**config.mk**
```make
export PLATFORM = sky130hd
export DESIGN_NAME = rr_mux_arbiter
export DESIGN_NICKNAME = d
export VERILOG_FILES = /design/src/rtl/rr_mux_arbiter.sv
export SDC_FILE = /design/constraint.sdc
export NUM_CORES = 1
export LEC_CHECK = 0
export ABC_CLOCK_PERIOD_IN_PS = 3500
export BUFFER_PORTS_ARGS = -buffer_cell sky130_fd_sc_hd__buf_2
export CAP_MARGIN = 40
export CORE_UTILIZATION = 40
export DETAILED_ROUTE_END_ITERATION = 8
export HOLD_SLACK_MARGIN = 0.08
export PLACE_DENSITY = 0.86
export SLEW_MARGIN = 20
export SYNTH_ARGS = -nofsm -noshare
export SYNTH_HDL_FRONTEND = slang
export SYNTH_SLANG_ARGS = --single-unit
export TNS_END_PERCENT = 50
```
**constraint.sdc**
```tcl
create_clock -name clk -period 3.5 [get_ports clk]
set_input_delay 0.7 -clock clk [delete_from_list [all_inputs] [get_ports clk]]
set_output_delay 0.7 -clock clk [all_outputs]
set_load 0.01 [all_outputs]
```
**src/rtl/rr_mux_arbiter.sv**
```systemverilog
// N-channel arbitrating multiplexer with a registered output stage.
// Round-robin (MODE 0) or fixed-priority (MODE 1) selection, valid/ready on all ports.
module rr_mux_arbiter #(
  parameter int WIDTH = 32,
  parameter int N     = 4,
  parameter int MODE  = 0
) (
  input  logic                   clk,
  input  logic                   rst_n,
  input  logic [N-1:0]           in_valid,
  input  logic [N*WIDTH-1:0]     in_data,
  output logic [N-1:0]           in_ready,
  output logic                   out_valid,
  output logic [WIDTH-1:0]       out_data,
  output logic [$clog2(N)-1:0]   out_sel,
  input  logic                   out_ready
);

  localparam int SEL_W = $clog2(N);

  logic [SEL_W-1:0] ptr;
  logic [SEL_W-1:0] gsel;
  logic [N-1:0]     grant;
  logic [WIDTH-1:0] gdata;
  logic [SEL_W:0]   idx;
  logic             found;
  logic             load;
  logic             xfer;

  // Search starts at ptr and wraps at N explicitly, so a non-power-of-two N never yields an index >= N.
  always_comb begin
    grant = '0;
    gsel  = '0;
    found = 1'b0;
    idx   = '0;
    for (int k = 0; k < N; k++) begin
      if (MODE == 1) begin
        idx = (SEL_W+1)'(k);
      end else begin
        idx = {1'b0, ptr} + (SEL_W+1)'(k);
      end
      if (idx >= (SEL_W+1)'(N)) begin
        idx = idx - (SEL_W+1)'(N);
      end
      if (!found && in_valid[idx[SEL_W-1:0]]) begin
        grant[idx[SEL_W-1:0]] = 1'b1;
        gsel                  = idx[SEL_W-1:0];
        found                 = 1'b1;
      end
    end
  end

  always_comb begin
    gdata = '0;
    for (int i = 0; i < N; i++) begin
      if (grant[i]) begin
        gdata = in_data[i*WIDTH +: WIDTH];
      end
    end
  end

  assign load     = !out_valid || out_ready;
  assign in_ready = grant & {N{load && rst_n}};
  assign xfer     = |in_ready;

  always_ff @(posedge clk) begin
    if (!rst_n) begin
      out_valid <= 1'b0;
      out_data  <= '0;
      out_sel   <= '0;
      ptr       <= '0;
    end else begin
      if (xfer) begin
        out_valid <= 1'b1;
        out_data  <= gdata;
        out_sel   <= gsel;
        if (MODE == 0) begin
          ptr <= (gsel == SEL_W'(N-1)) ? '0 : gsel + 1'b1;
        end
      end else if (out_ready) begin
        out_valid <= 1'b0;
      end
    end
  end

endmodule

```
==> impl_summary.log <==
[metrics] post-synthesis async set-or-reset flop share: 0%
[metrics] adder-cell share of the synthesized area: 2.63%
[metrics] Crit path buffers/inverters: 2
[metrics] setup clock skew after layout: 0.00749 ns
[metrics] cell at the slowest stage of the critical path: sky130_fd_sc_hd__and4_1
[metrics] CTS H-tree depth: 2
[metrics] CTS tree: built
[metrics] largest area contributor in the synthesized netlist: sky130_fd_sc_hd__dfxtp_1
[metrics] Bufs on Longest Clock Path: 2
[metrics] Worst-Skew Late Latency: 0.29 ns
[metrics] leakage power figure: 1.92 nW
[metrics] gp weighted congestion: 0.831
[metrics] share of synthesized area occupied by flip-flops and latches: 25.9%
[metrics] worst reg-to-reg setup slack: 0.47 ns
[metrics] terminating pin of the worst hold path: out_sel[1]$_SDFFE_PN0P_
[metrics] Synth Area in XOR/XNOR: 0.306%
[metrics] area growth from synthesis to final layout: 37.7%
[metrics] first-pass GRT wire length: 14800 um
[metrics] routed wire length per instance: 15.0 um
[metrics] count of mapped cells out of synthesis: 351
[metrics] Starting DRT DRC Count: 141
[metrics] drt total wl: 9160 um
[metrics] Fin. Hold Viols: 0
[metrics] Worst Max-Slew Pin Slew: 0.506 ns
[metrics] reported max-cap violation count: 0
[metrics] remaining max-slew budget at the tightest pin: 66.0%
[metrics] top cells by instance count after synthesis: sky130_fd_sc_hd__nand2_1 (46), sky130_fd_sc_hd__dfxtp_1 (37), sky130_fd_sc_hd__a31oi_1 (33)
[metrics] share of synthesized cell area in and, or, nand and nor gates: 19.2%
[metrics] share of layout cells above drive strength 1: 42.0%
[metrics] number of hold-repair buffers added at the cts stage: 0
[metrics] final antenna-violating net count: 0
[metrics] total CTS buffers: 5
[metrics] Required @ worst endpoint: 2.80 ns
[metrics] Hold Path Cell Cnt: 1
[metrics] Register-to-Register Path Depth: 10
[metrics] initial antenna violation count: 0
[metrics] Most used DFF post-synth: sky130_fd_sc_hd__dfxtp_1
[metrics] number of distinct standard cells referenced by the synthesized netlist: 44
[metrics] Detail Placement HPWL: 6710 um
[metrics] top-level port count: 174
[metrics] cells along the critical path: inv_1 > ha_2 > mux2_2 > and3_1 > o21ai_0 > and4_1 > nor2_1 > buf_2
[metrics] most frequent cell after synthesis: sky130_fd_sc_hd__nand2_1
[metrics] die boundary height: 86.5 um
[metrics] Power Dens Cells: 832 mW/mm2
[metrics] area share of the largest cell type after synthesis: 25.9%
[metrics] Final TNS setup: 0 ns
[metrics] number of clock sinks seen by CTS: 37
[metrics] Final Setup Violations: 0
[metrics] Avg Inst Size Synth: 8.15 um2
[metrics] largest net degree at the start of global routing: 53
[metrics] total number of yosys warnings: 0
[metrics] cell count after placement: 597
[metrics] compound-cell area share of the yosys netlist: 38.6%
[metrics] post-synth net total: 492
[metrics] critical path class: reg -> out
[metrics] post-synthesis mux area share: 4.60%
[metrics] master cell of the clock root buffer: sky130_fd_sc_hd__clkbuf_8
[metrics] initial core utilization: 41.8%
[metrics] hold_sp: out_sel[1]$_SDFFE_PN0P_
[metrics] die footprint: 0.00749 mm2
[metrics] number of vias per cell after detailed routing: 5.63
[metrics] antenna diode instance count: 0
[metrics] startpoint types: flop
[metrics] Die Width: 86.5 um
[metrics] achievable frequency: 299 MHz
[metrics] placement row count: 30
[metrics] sort of element at the end of the critical path: output pin
[metrics] worst hold-check path type: reg -> reg
[metrics] Tot GR Track Use: 24.5%
[metrics] max-slew violation total from the final report: 0
[metrics] global route total overflow: 0
[metrics] via count of the first global-routing pass: 3194
[metrics] nets@finish: 654
[metrics] area of the placeable core: 0.00683 mm2
[metrics] crit path time final: 3.34 ns
[metrics] I/O Buffers: 173
[metrics] setup repair after global routing missed its margin: false
[metrics] share of the clock period used by the worst path after layout: 95.5%
[metrics] netlist area before placement: 0.00286 mm2
[metrics] overall via count from detail_route: 3434
[metrics] Worst EP arrival: 2.64 ns
[metrics] Clock Pin Slew Worst Setup and Hold Paths: 0.07 ns
[metrics] category of cells accounting for the largest share of critical-path delay: simple AND/OR/NAND/NOR gates
[metrics] CP peak stage delay: 0.51 ns
[metrics] post-detailed-route DRC marker count: 0
[metrics] worst supply voltage drop on vdd: 744 uV
[metrics] endpoint of the worst-slack reg-to-reg timing path: out_data[17]$_SDFFE_PN0P_
[metrics] leading post-synthesis cells by cell area: sky130_fd_sc_hd__dfxtp_1 (26%), sky130_fd_sc_hd__o221ai_1 (9.8%), sky130_fd_sc_hd__a21o_1 (8.4%)
[metrics] outcome: finished, final reports clean
[metrics] largest fanout on the critical path: 10
[metrics] number of flops mapped to enable cells by yosys: 0
[metrics] main combinational cell family by area after synthesis: compound AO/OA/AOI/OAI gates
[metrics] number of synthesized register bits: 37
[metrics] DRT Pass-1 Iters: 5
[metrics] post-route non-filler standard cell count: 610
[repair_timing]
action                                  CTS  global route
endpoints found under the setup margin    0             4
resized for setup                         0             1
buffers inserted                          0             5
[layout make-up]
type / instances / area, um2
clock buffer: 6 / 72.6
clock inverter: 2 / 10.0
fill: 636 / 2900
inverter: 6 / 22.5
multi-input combinational: 267 / 1890
sequential: 37 / 741
tap: 96 / 120
timing repair buffer: 196 / 1080
[power breakdown]
group	total (W)	internal, W	switching (W)	leakage, nW
Combinational	0.00237	0.00104	0.00133	1.57
Sequential	0.000622	0.000559	0.0000628	0.306
Clock	0.000287	0.000138	0.000149	0.0450
[how the worst max path moves through the flow]
stage	end	slack [ns]	depth (start not counted)
2_1_floorplan	in_ready[0]	0.05	11
3_3_place_gp	in_ready[0]	0.34	7
3_5_place_dp	in_ready[0]	0.25	7
4_1_cts	in_ready[2]	0.07	8
5_1_grt	in_ready[0]	0.02	8
6_report	in_ready[0]	0.16	8
[cells in the final DEF (no fill, tap or decap), types with 3 or more instances in the layout]
cell type	count
sky130_fd_sc_hd__a31oi_1	33
sky130_fd_sc_hd__o221ai_1	32
sky130_fd_sc_hd__dfxtp_1	37
sky130_fd_sc_hd__buf_2	173
sky130_fd_sc_hd__a21o_1	32
sky130_fd_sc_hd__ha_1	5
sky130_fd_sc_hd__buf_12	3
sky130_fd_sc_hd__mux2i_1	3
sky130_fd_sc_hd__nor3_1	3
sky130_fd_sc_hd__nand2_1	46
sky130_fd_sc_hd__o21ai_1	26
sky130_fd_sc_hd__clkbuf_8	5
sky130_fd_sc_hd__o21ai_0	12
sky130_fd_sc_hd__buf_4	20
sky130_fd_sc_hd__inv_1	6
sky130_fd_sc_hd__a21oi_1	5
sky130_fd_sc_hd__nor2_1	5
sky130_fd_sc_hd__mux4_2	4
sky130_fd_sc_hd__nor3b_1	32
[stage by stage]
step	setup slack (ns)	power [W]	hold slack [ns]	util, %	instance area, um2
2_1_floorplan	0.0476	0.00233	0.522	-	2860
3_3_place_gp	0.336	0.00285	0.480	55.8	3810
3_5_place_dp	0.249	0.00294	0.492	55.8	3810
4_1_cts	0.0709	0.00324	0.511	57.0	3900
5_1_grt	0.0248	0.00357	0.540	57.6	3940
6_report	0.158	0.00327	0.504	57.6	3940
[registers in the layout, summed over array words and instances (netlist names), named ones only]
| register | count |
|---|---|
| out_sel | 2 |
| out_valid | 1 |
| ptr | 1 |
| out_data | 32 |
[layer usage]
layer,global-route usage (%),share of wire [%],vias up
li1,-,-,1679
met1,27.1,40,1606
met2,47.0,52,137
met3,5.14,6.9,12
met4,6.82,1.2,0
met5,0,0,-
[cells by family (layout without fill, tap and decap cells)]
logic type | count (synthesis) | count (layout)
simple gates | 97 | 97
compound gates | 155 | 155
mux | 8 | 8
flops | 37 | 37
fa+ha+maj | 6 | 6
buf+inv | 47 | 210
xor+xnor | 1 | 1
[worst reg2reg max path, cell delays in order, from the launching register on]
cell	delay, ns
sky130_fd_sc_hd__dfxtp_1	0.35
sky130_fd_sc_hd__inv_1	0.10
sky130_fd_sc_hd__ha_2	0.45
sky130_fd_sc_hd__mux4_2	0.36
sky130_fd_sc_hd__nor4b_4	0.16
sky130_fd_sc_hd__and2_1	0.18
sky130_fd_sc_hd__or3_2	0.55
sky130_fd_sc_hd__buf_4	0.21
sky130_fd_sc_hd__nor3b_1	0.25
sky130_fd_sc_hd__o221ai_1	0.18
sky130_fd_sc_hd__a31oi_1	0.17
No activity file was read; power rests on OpenSTA's default activity.
